File: config.mk
export PLATFORM = sky130hd
export DESIGN_NAME = regfile_sb
export DESIGN_NICKNAME = d
export VERILOG_FILES = /design/src/rtl/regfile_sb.sv
export SDC_FILE = /design/constraint.sdc
export NUM_CORES = 1
export LEC_CHECK = 0
export ABC_CLOCK_PERIOD_IN_PS = 11600
export BUFFER_PORTS_ARGS = -buffer_cell sky130_fd_sc_hd__buf_2
export CAP_MARGIN = 30
export CORE_AREA = 2 2 223 247
export CTS_CLUSTER_DIAMETER = 30
export DETAILED_ROUTE_END_ITERATION = 8
export DIE_AREA = 0 0 225 249
export PLACE_DENSITY = 0.72
export SLEW_MARGIN = 20
export SYNTH_ARGS = -nofsm -noshare
export SYNTH_HDL_FRONTEND = slang
export SYNTH_SLANG_ARGS = --single-unit
File: constraint.sdc
create_clock -name clock -period 11.6 [get_ports clock]
set_input_delay 0.58 -clock clock [delete_from_list [all_inputs] [get_ports clock]]
set_output_delay 0.58 -clock clock [all_outputs]
set_load 0.02 [all_outputs]
File: src/rtl/regfile_sb.sv
// regfile_sb: register file with two combinational read ports, a write-first
// bypass, a base-address zero override on port A, and a pending-write scoreboard.
module regfile_sb #(
  parameter int unsigned DATA_WIDTH = 32,
  parameter int unsigned NUM_REGS   = 16,
  parameter int unsigned ADDR_W     = $clog2(NUM_REGS)
) (
  input  logic                  clock,
  input  logic                  clear,
  input  logic [ADDR_W-1:0]     rd_a_addr,
  output logic [DATA_WIDTH-1:0] rd_a_data,
  input  logic                  ba_mode,
  input  logic [ADDR_W-1:0]     rd_b_addr,
  output logic [DATA_WIDTH-1:0] rd_b_data,
  input  logic                  wr_en,
  input  logic [ADDR_W-1:0]     wr_addr,
  input  logic [DATA_WIDTH-1:0] wr_data,
  input  logic                  rsv_en,
  input  logic [ADDR_W-1:0]     rsv_addr,
  output logic                  stall_a,
  output logic                  stall_b,
  output logic [NUM_REGS-1:0]   pending,
  output logic [ADDR_W:0]       pend_cnt,
  output logic                  rsv_err
);

  localparam int unsigned IDX_W = $clog2(NUM_REGS);
  localparam int unsigned CNT_W = ADDR_W + 1;

  // Addresses wrap modulo NUM_REGS (a power of two), so only the low bits select.
  logic [IDX_W-1:0] a_idx, b_idx, w_idx, r_idx;
  assign a_idx = IDX_W'(rd_a_addr);
  assign b_idx = IDX_W'(rd_b_addr);
  assign w_idx = IDX_W'(wr_addr);
  assign r_idx = IDX_W'(rsv_addr);

  logic [DATA_WIDTH-1:0] regs [NUM_REGS];
  logic [NUM_REGS-1:0]   pend_nxt;
  logic [CNT_W-1:0]      cnt_nxt;
  logic                  err_nxt;
  logic                  a_hit, b_hit;

  assign a_hit = wr_en && (w_idx == a_idx);
  assign b_hit = wr_en && (w_idx == b_idx);

  // Read ports: base-address zero beats the bypass, bypass beats the array.
  always_comb begin
    rd_a_data = regs[a_idx];
    rd_b_data = regs[b_idx];
    if (a_hit) rd_a_data = wr_data;
    if (b_hit) rd_b_data = wr_data;
    if (ba_mode && (a_idx == '0)) rd_a_data = '0;
    stall_a = pending[a_idx] && !a_hit;
    stall_b = pending[b_idx] && !b_hit;
  end

  // Next scoreboard: write-back clears, a new reservation set afterwards wins.
  always_comb begin
    pend_nxt = pending;
    if (wr_en)  pend_nxt[w_idx] = 1'b0;
    if (rsv_en) pend_nxt[r_idx] = 1'b1;
    err_nxt = rsv_en && pending[r_idx] && !(wr_en && (w_idx == r_idx));
    cnt_nxt = '0;
    for (int i = 0; i < NUM_REGS; i++) begin
      cnt_nxt = cnt_nxt + CNT_W'(pend_nxt[i]);
    end
  end

  // Register array write; clear zeroes everything and drops the write.
  always_ff @(posedge clock) begin
    if (clear) begin
      for (int i = 0; i < NUM_REGS; i++) regs[i] <= '0;
    end else if (wr_en) begin
      regs[w_idx] <= wr_data;
    end
  end

  // Scoreboard state, its population count and the conflict pulse.
  always_ff @(posedge clock) begin
    if (clear) begin
      pending  <= '0;
      pend_cnt <= '0;
      rsv_err  <= 1'b0;
    end else begin
      pending  <= pend_nxt;
      pend_cnt <= cnt_nxt;
      rsv_err  <= err_nxt;
    end
  end

endmodule

==> impl_metrics.json, run 1 <==
{
  "gp_routability_congestion": 0.885,
  "crit_path_start": "rd_a_addr[0]",
  "crit_fanout": 53,
  "cts.repair.resized": 0,
  "crit_buf_inv": 4,
  "maxSlewHeadroom_pct": 37.1,
  "hold_path.class": "input port to flip-flop",
  "dr_total_vias": 19100,
  "pwr-share-clk_pct": 49.4,
  "dieArea_um2": 56000,
  "static-leakage-power_nw": 12.3,
  "met3_usage_pct": 6.22,
  "mappedNetlistArea_um2": 29100,
  "critical_path_capture_point_type": "output port",
  "synthesized_netlist_net_count": 2009,
  "totalNegativeSetupSlack_ps": 0,
  "synth_top_cell_area_share_pct": 52.9,
  "dieHeight_um": 249,
  "post-cts-setup-buffers": 0,
  "slowest_stage_cell_on_the_critical_path": "sky130_fd_sc_hd__buf_4",
  "busiest_layer": "met2",
  "min_period_over_period_pct": 40.2,
  "worst_slew_pin_slew_ps": 942,
  "antenna_violations_before_repair": 2,
  "io_buffers": 140,
  "yosysWarnings": 0,
  "grt.met1_usage_pct": 40.6,
  "area_growth_syn_to_layout_pct": 16.5,
  "depth_of_the_worst_register_to_register_path": 14,
  "clk_lat_worst_skew_ps": 630,
  "endpoint": "rd_a_data[28]",
  "sequential_to_total_area_share_from_yosys_stat_pct": 54.4,
  "worst_ep_arrival_time_ps": 4080,
  "power_report.internal_total_mw": 4.34,
  "cp.depth": 8,
  "outcome": "completed",
  "report.power.total_mw": 5.81,
  "post_drt_via_cell_ratio": 6.80,
  "grt.met2_usage_pct": 52.7,
  "ant_nets": 0,
  "p_seq_share_pct": 39.4,
  "ctsRootBufferMaster": "sky130_fd_sc_hd__clkbuf_16",
  "slew_viols_final": 0,
  "cts_tree": "built",
  "worst-endpoint-required_ps": 11020,
  "dominantRegCellSynth": "sky130_fd_sc_hd__edfxtp_1",
  "critical_path.reg2reg.startpoint": "pending[13]$_SDFF_PP0_",
  "rrSetupSlack_ps": 7660,
  "finish_stage_setup_viols": 0,
  "drive_above_1_share_pct": 33.4,
  "drtPass1Iterations": 5,
  "synth_largest_area_cell": "sky130_fd_sc_hd__edfxtp_1",
  "critical_path.startpoint_type": "input port",
  "fp.dieW_um": 225,
  "synth.top_cells.by_count": "sky130_fd_sc_hd__and2_1 (512), sky130_fd_sc_hd__edfxtp_1 (512), sky130_fd_sc_hd__mux4_2 (271)",
  "grt_first_pass_wirelength_um": 130000,
  "clock.fmax_mhz": 215,
  "fp-row-count": 89,
  "cts.sinks": 534,
  "half_perimeter_wire_length_after_placement_um": 48200,
  "number_of_enable_flip_flop_cells_after_synthesis": 512,
  "comb_power_share_pct": 11.1,
  "ys_async_sr_fraction_pct": 0,
  "cts_max_path_buffers": 3,
  "switching_share_pct": 25.3,
  "worstPathCellList": "buf_8 -> buf_4 -> buf_4 -> mux4_2 -> a22oi_1 -> nand2_1 -> a22o_1 -> buf_2",
  "rsz0062_at_grt": "false",
  "boundaryPins": 141,
  "n_antenna_cell": 0,
  "clk_transition_reported_paths_ps": 50,
  "synthDistinctLibCells": 37,
  "finalHoldViolations": 0,
  "drc": 0,
  "critPathKind": "input port to output port",
  "final_net_count": 2112,
  "routed_length_per_instance_um": 31.5,
  "timing.max_cap.violations": 0,
  "numCtsBuffers": 101,
  "switching_power_mw": 1.47,
  "detail_route.wirelength_um": 88600,
  "mean_instance_size_in_the_synthesized_netlist_um2": 15.0,
  "cp_common_cell": "sky130_fd_sc_hd__buf_4",
  "h_tree_depth": 3,
  "fin_worst_skew_ps": 4.05,
  "gr-total-overflow": 0,
  "drtIter0Drc": 2512,
  "core_area_um2": 53300,
  "critical_path.reg2reg.endpoint": "pend_cnt[4]$_SDFF_PP0_",
  "largest_net_degree_at_the_start_of_global_routing": 54,
  "start_util_pct": 54.5,
  "number_of_cells_produced_by_synthesis": 1941,
  "final.min_clock_period_ps": 4660,
  "cts.hold.buffers_added": 0,
  "irDropWorstVdd_v": 0.000113,
  "path_delay_family": "buffers and inverters",
  "critical_path.max_stage_delay_ps": 810,
  "power_density_nw_per_um2": 172,
  "ys_top_cells_by_area": "sky130_fd_sc_hd__edfxtp_1 (53%), sky130_fd_sc_hd__mux4_2 (21%), sky130_fd_sc_hd__and2_1 (11%)",
  "synth_seq_cells": 534,
  "first_global_vias": 20100,
  "grt_use_total_pct": 32.2
}
[power groups by stage]
stage / sequential (mW) / clock, mW / combinational, mW
2_1_floorplan: 2.30 / 0 / 0.433
3_3_place_gp: 2.31 / 0 / 0.629
3_5_place_dp: 2.32 / 0 / 0.639
4_1_cts: 2.29 / 2.89 / 0.643
5_1_grt: 2.30 / 2.99 / 0.678
6_report: 2.29 / 2.87 / 0.647
[area by class of cell]
type,instances,area (um^2)
sequential,534,15800
clock buffer,110,2600
clock inverter,80,795
tap,682,853
timing repair buffer,193,1220
inverter,14,52.6
fill,3808,19500
multi-input combinational,1200,12500
[state kept, by name, summed over array words and instances, names as in the netlist]
| signal | flops |
|---|---|
| pend_cnt | 5 |
| rsv_err | 1 |
| regs | 512 |
| pending | 16 |
[placed cells by master (no fill, tap or decap), types with 6 or more instances in the layout]
cell type	count
sky130_fd_sc_hd__and2_1	512
sky130_fd_sc_hd__edfxtp_1	512
sky130_fd_sc_hd__mux4_2	271
sky130_fd_sc_hd__buf_2	136
sky130_fd_sc_hd__a22oi_1	128
sky130_fd_sc_hd__clkbuf_16	102
sky130_fd_sc_hd__nand2_1	81
sky130_fd_sc_hd__buf_4	48
sky130_fd_sc_hd__a22o_1	42
sky130_fd_sc_hd__mux2_2	32
sky130_fd_sc_hd__clkinv_2	22
sky130_fd_sc_hd__dfxtp_1	22
sky130_fd_sc_hd__nor2b_1	16
sky130_fd_sc_hd__nand2b_2	16
sky130_fd_sc_hd__clkinv_4	16
sky130_fd_sc_hd__nor2_4	14
sky130_fd_sc_hd__inv_1	14
sky130_fd_sc_hd__nor2_1	12
sky130_fd_sc_hd__clkinv_1	12
sky130_fd_sc_hd__xor2_1	11
sky130_fd_sc_hd__fa_1	10
sky130_fd_sc_hd__inv_6	9
sky130_fd_sc_hd__bufinv_16	9
sky130_fd_sc_hd__nand3_1	6
sky130_fd_sc_hd__clkbuf_1	6
sky130_fd_sc_hd__clkinvlp_4	6
[metal layers]
metal	wire (um)	up-vias
met2	43400	1361
met1	30700	9724
met5	0	-
met3	9430	331
met4	5090	0
li1	-	7711
[cells by family after synthesis]
kind of cell    Yosys count  synth area share (%)
compound gates          180                  4.83
flops                   534                  54.4
xor+xnor                 14                 0.422
mux                     304                  22.3
buf+inv                 207                  3.22
simple gates            687                  13.9
fa+ha+maj                15                 0.904
[stage by stage]
stage	cell area, um^2	hold slack (ps)	util (%)	std cells	setup slack (ps)
floorplan	29100	701	-	1941	7190
CTS	33900	292	63.5	2813	6820
detailed placement	30500	720	57.1	2623	6800
global placement	30300	722	56.9	2618	6820
global route	33900	315	63.5	2813	6590
finish	33900	322	63.5	2813	6940
[worst min-delay path by stage]
stage / from / end / slack [ps] / cells after the start
2_1_floorplan: pending[15]$_SDFF_PP0_ / pending[15]$_SDFF_PP0_ / 700 / 2
3_3_place_gp: pending[14]$_SDFF_PP0_ / pending[14]$_SDFF_PP0_ / 720 / 2
3_5_place_dp: pending[14]$_SDFF_PP0_ / pending[14]$_SDFF_PP0_ / 720 / 2
4_1_cts: rsv_en / rsv_err$_SDFF_PP0_ / 290 / 2
5_1_grt: rsv_en / rsv_err$_SDFF_PP0_ / 310 / 2
6_report: rsv_en / rsv_err$_SDFF_PP0_ / 320 / 2
No activity file was read; power rests on OpenSTA's default activity.
==> run 2: changes to the inputs <==
--- a/config.mk
+++ b/config.mk
@@ -5,14 +5,14 @@
 export SDC_FILE = /design/constraint.sdc
 export NUM_CORES = 1
 export LEC_CHECK = 0
-export ABC_CLOCK_PERIOD_IN_PS = 11600
+export ABC_CLOCK_PERIOD_IN_PS = 4200
 export BUFFER_PORTS_ARGS = -buffer_cell sky130_fd_sc_hd__buf_2
 export CAP_MARGIN = 30
 export CORE_AREA = 2 2 223 247
 export CTS_CLUSTER_DIAMETER = 30
 export DETAILED_ROUTE_END_ITERATION = 8
 export DIE_AREA = 0 0 225 249
-export PLACE_DENSITY = 0.72
+export PLACE_DENSITY = 0.75
 export SLEW_MARGIN = 20
 export SYNTH_ARGS = -nofsm -noshare
 export SYNTH_HDL_FRONTEND = slang
==> constraint.sdc (replaced) <==
create_clock -name clock -period 4.2 [get_ports clock]
set_input_delay 0.21 -clock clock [delete_from_list [all_inputs] [get_ports clock]]
set_output_delay 0.21 -clock clock [all_outputs]
set_load 0.02 [all_outputs]
==> impl_metrics.json, run 2 (synthesis results as in run 1) <==
{
  "outcome": "completed",
  "crit_path_start": "rsv_en",
  "cts.sinks": 534,
  "post-cts-setup-buffers": 0,
  "static-leakage-power_nw": 12.5,
  "drc": 0,
  "worst_ep_arrival_time_ps": 4480,
  "drtPass1Iterations": 6,
  "max_flop_register": "regs",
  "endpoint": "pend_cnt[4]$_SDFF_PP0_",
  "area_growth_syn_to_layout_pct": 18.1,
  "core_area_um2": 53300,
  "h_tree_depth": 3,
  "biggestRegsByFlops": "regs x512, pending x16, pend_cnt x5",
  "crit_fanout": 5,
  "dieArea_um2": 56000,
  "timing.max_cap.violations": 0,
  "routed_length_per_instance_um": 32.1,
  "finalHoldViolations": 0,
  "critPathKind": "input port to flip-flop",
  "final_cell_count_no_fill": 2842,
  "ctsRootBufferMaster": "sky130_fd_sc_hd__clkbuf_16",
  "worst-endpoint-required_ps": 4750,
  "depth_of_the_worst_register_to_register_path": 14,
  "detail_route.wirelength_um": 91300,
  "critical_path.startpoint_type": "input port",
  "final.min_clock_period_ps": 3940,
  "rsz0062_at_grt": "false",
  "post_drt_via_cell_ratio": 6.90,
  "power_density_nw_per_um2": 474,
  "finish_stage_setup_viols": 0,
  "fp.dieW_um": 225,
  "commonest_cells_after_routing_fill_and_taps_aside": "sky130_fd_sc_hd__and2_1 (512), sky130_fd_sc_hd__edfxtp_1 (512), sky130_fd_sc_hd__mux4_2 (271)",
  "start_util_pct": 54.5,
  "critical_path_capture_point_type": "flip-flop",
  "boundaryPins": 141,
  "min_period_over_period_pct": 93.7,
  "final_net_count": 2142,
  "antenna_violations_before_repair": 6,
  "numCtsBuffers": 97,
  "slew_viols_final": 0,
  "gr-total-overflow": 0,
  "worst_slew_pin_slew_ps": 1090,
  "dr_total_vias": 19600,
  "largest_reg_flops": 512,
  "clk_lat_worst_skew_ps": 630,
  "hold_path.class": "input port to flip-flop",
  "rrSetupSlack_ps": 400,
  "drive_above_1_share_pct": 34.4,
  "fin_worst_skew_ps": 2.09,
  "irDropWorstVdd_v": 0.000337,
  "gp_routability_congestion": 0.837,
  "largest_net_degree_at_the_start_of_global_routing": 61,
  "fp-row-count": 89,
  "drtIter0Drc": 3006,
  "dieHeight_um": 249,
  "clock.fmax_mhz": 254,
  "grt_use_total_pct": 32.9,
  "cts_max_path_buffers": 3,
  "half_perimeter_wire_length_after_placement_um": 52600,
  "critical_path.reg2reg.endpoint": "pend_cnt[4]$_SDFF_PP0_",
  "critical_path.reg2reg.startpoint": "pending[13]$_SDFF_PP0_",
  "cts_tree": "built",
  "grt_first_pass_wirelength_um": 132000,
  "first_global_vias": 20200,
  "ant_nets": 0,
  "io_buffers": 140,
  "clk_transition_reported_paths_ps": 50,
  "placed_cells_incl_taps": 2652,
  "hold_slack_ps": 70.1,
  "maxSlewHeadroom_pct": 27.2
}
run 2: changes by cell type in the layout (fill, tap and decap cells not counted), moves of 3 or more:
cell	delta
sky130_fd_sc_hd__clkinv_1	-5
sky130_fd_sc_hd__clkinv_4	-8
sky130_fd_sc_hd__inv_6	+6
sky130_fd_sc_hd__bufinv_16	+5
sky130_fd_sc_hd__clkbuf_1	+3
sky130_fd_sc_hd__buf_4	+21
sky130_fd_sc_hd__diode_2	+3
sky130_fd_sc_hd__clkinv_2	-10
sky130_fd_sc_hd__buf_12	+9
sky130_fd_sc_hd__buf_16	+3
sky130_fd_sc_hd__clkinvlp_4	+7
run 2: layout make-up:
cell class	count	area (um^2)
fill	3642	19000
sequential	534	15800
multi-input combinational	1200	12500
clock buffer	109	2540
timing repair buffer	227	1650
clock inverter	73	863
tap	682	853
inverter	14	52.6
antenna	3	7.51
run 2: where the power goes:
group	leakage, nW	switching [mW]	internal, mW
Clock	1.63	2.83	5.26
Combinational	5.80	1.06	0.782
Sequential	5.08	0.167	6.17
run 2: how the worst min path moves through the flow:
stage | startpoint | end | slack (ps) | cells past startpoint
after floorplan | wr_data[0] | regs[0][0]$_SDFFCE_PN0P_ | 410 | 1
after global placement | rsv_en | rsv_err$_SDFF_PP0_ | 550 | 2
after detailed placement | rsv_en | rsv_err$_SDFF_PP0_ | 560 | 2
after CTS | wr_data[17] | regs[7][17]$_SDFFCE_PN0P_ | 40 | 2
after global routing | wr_data[17] | regs[9][17]$_SDFFCE_PN0P_ | 90 | 2
final | wr_data[6] | regs[15][6]$_SDFFCE_PN0P_ | 70 | 2
run 2: per-stage QoR:
step	power [mW]	utilization (%)	instance area (um^2)	TNS, ps	setup slack, ps
CTS	16.2	64.1	34200	0	159
detailed placement	8.21	57.8	30800	-39.0	-39.0
global placement	8.14	57.3	30600	0	39.0
global route	16.6	64.3	34300	0	55.4
floorplan	7.56	-	29100	0	157
finish	16.3	64.3	34300	0	263
run 2: layer usage:
metal	vias up	GRT usage, %	share of wire (%)
li1	7789	-	-
met3	331	7.54	12
met4	4	17.3	5.3
met5	-	0	0.033
met1	9966	42.5	34
met2	1514	52.3	48
run 2: timing repair:
item / CTS / global route
hold buffers: 1 / 0
resized for setup: 0 / 4
endpoints found under the hold margin: 1 / 0
setup endpoints to repair: 0 / 2
run 2: critical path, cell delays in order:
cell and delay (ps):
sky130_fd_sc_hd__dlygate4sd3_1 530, sky130_fd_sc_hd__buf_2 150, sky130_fd_sc_hd__and3b_2 250, sky130_fd_sc_hd__a22o_1 250, sky130_fd_sc_hd__fa_1 560, sky130_fd_sc_hd__inv_1 60
sky130_fd_sc_hd__fa_1 460, sky130_fd_sc_hd__fa_1 510, sky130_fd_sc_hd__inv_1 60, sky130_fd_sc_hd__fa_1 510, sky130_fd_sc_hd__ha_1 170, sky130_fd_sc_hd__inv_1 70
sky130_fd_sc_hd__fa_2 400, sky130_fd_sc_hd__inv_1 60, sky130_fd_sc_hd__a21oi_1 60, sky130_fd_sc_hd__nor3b_1 170
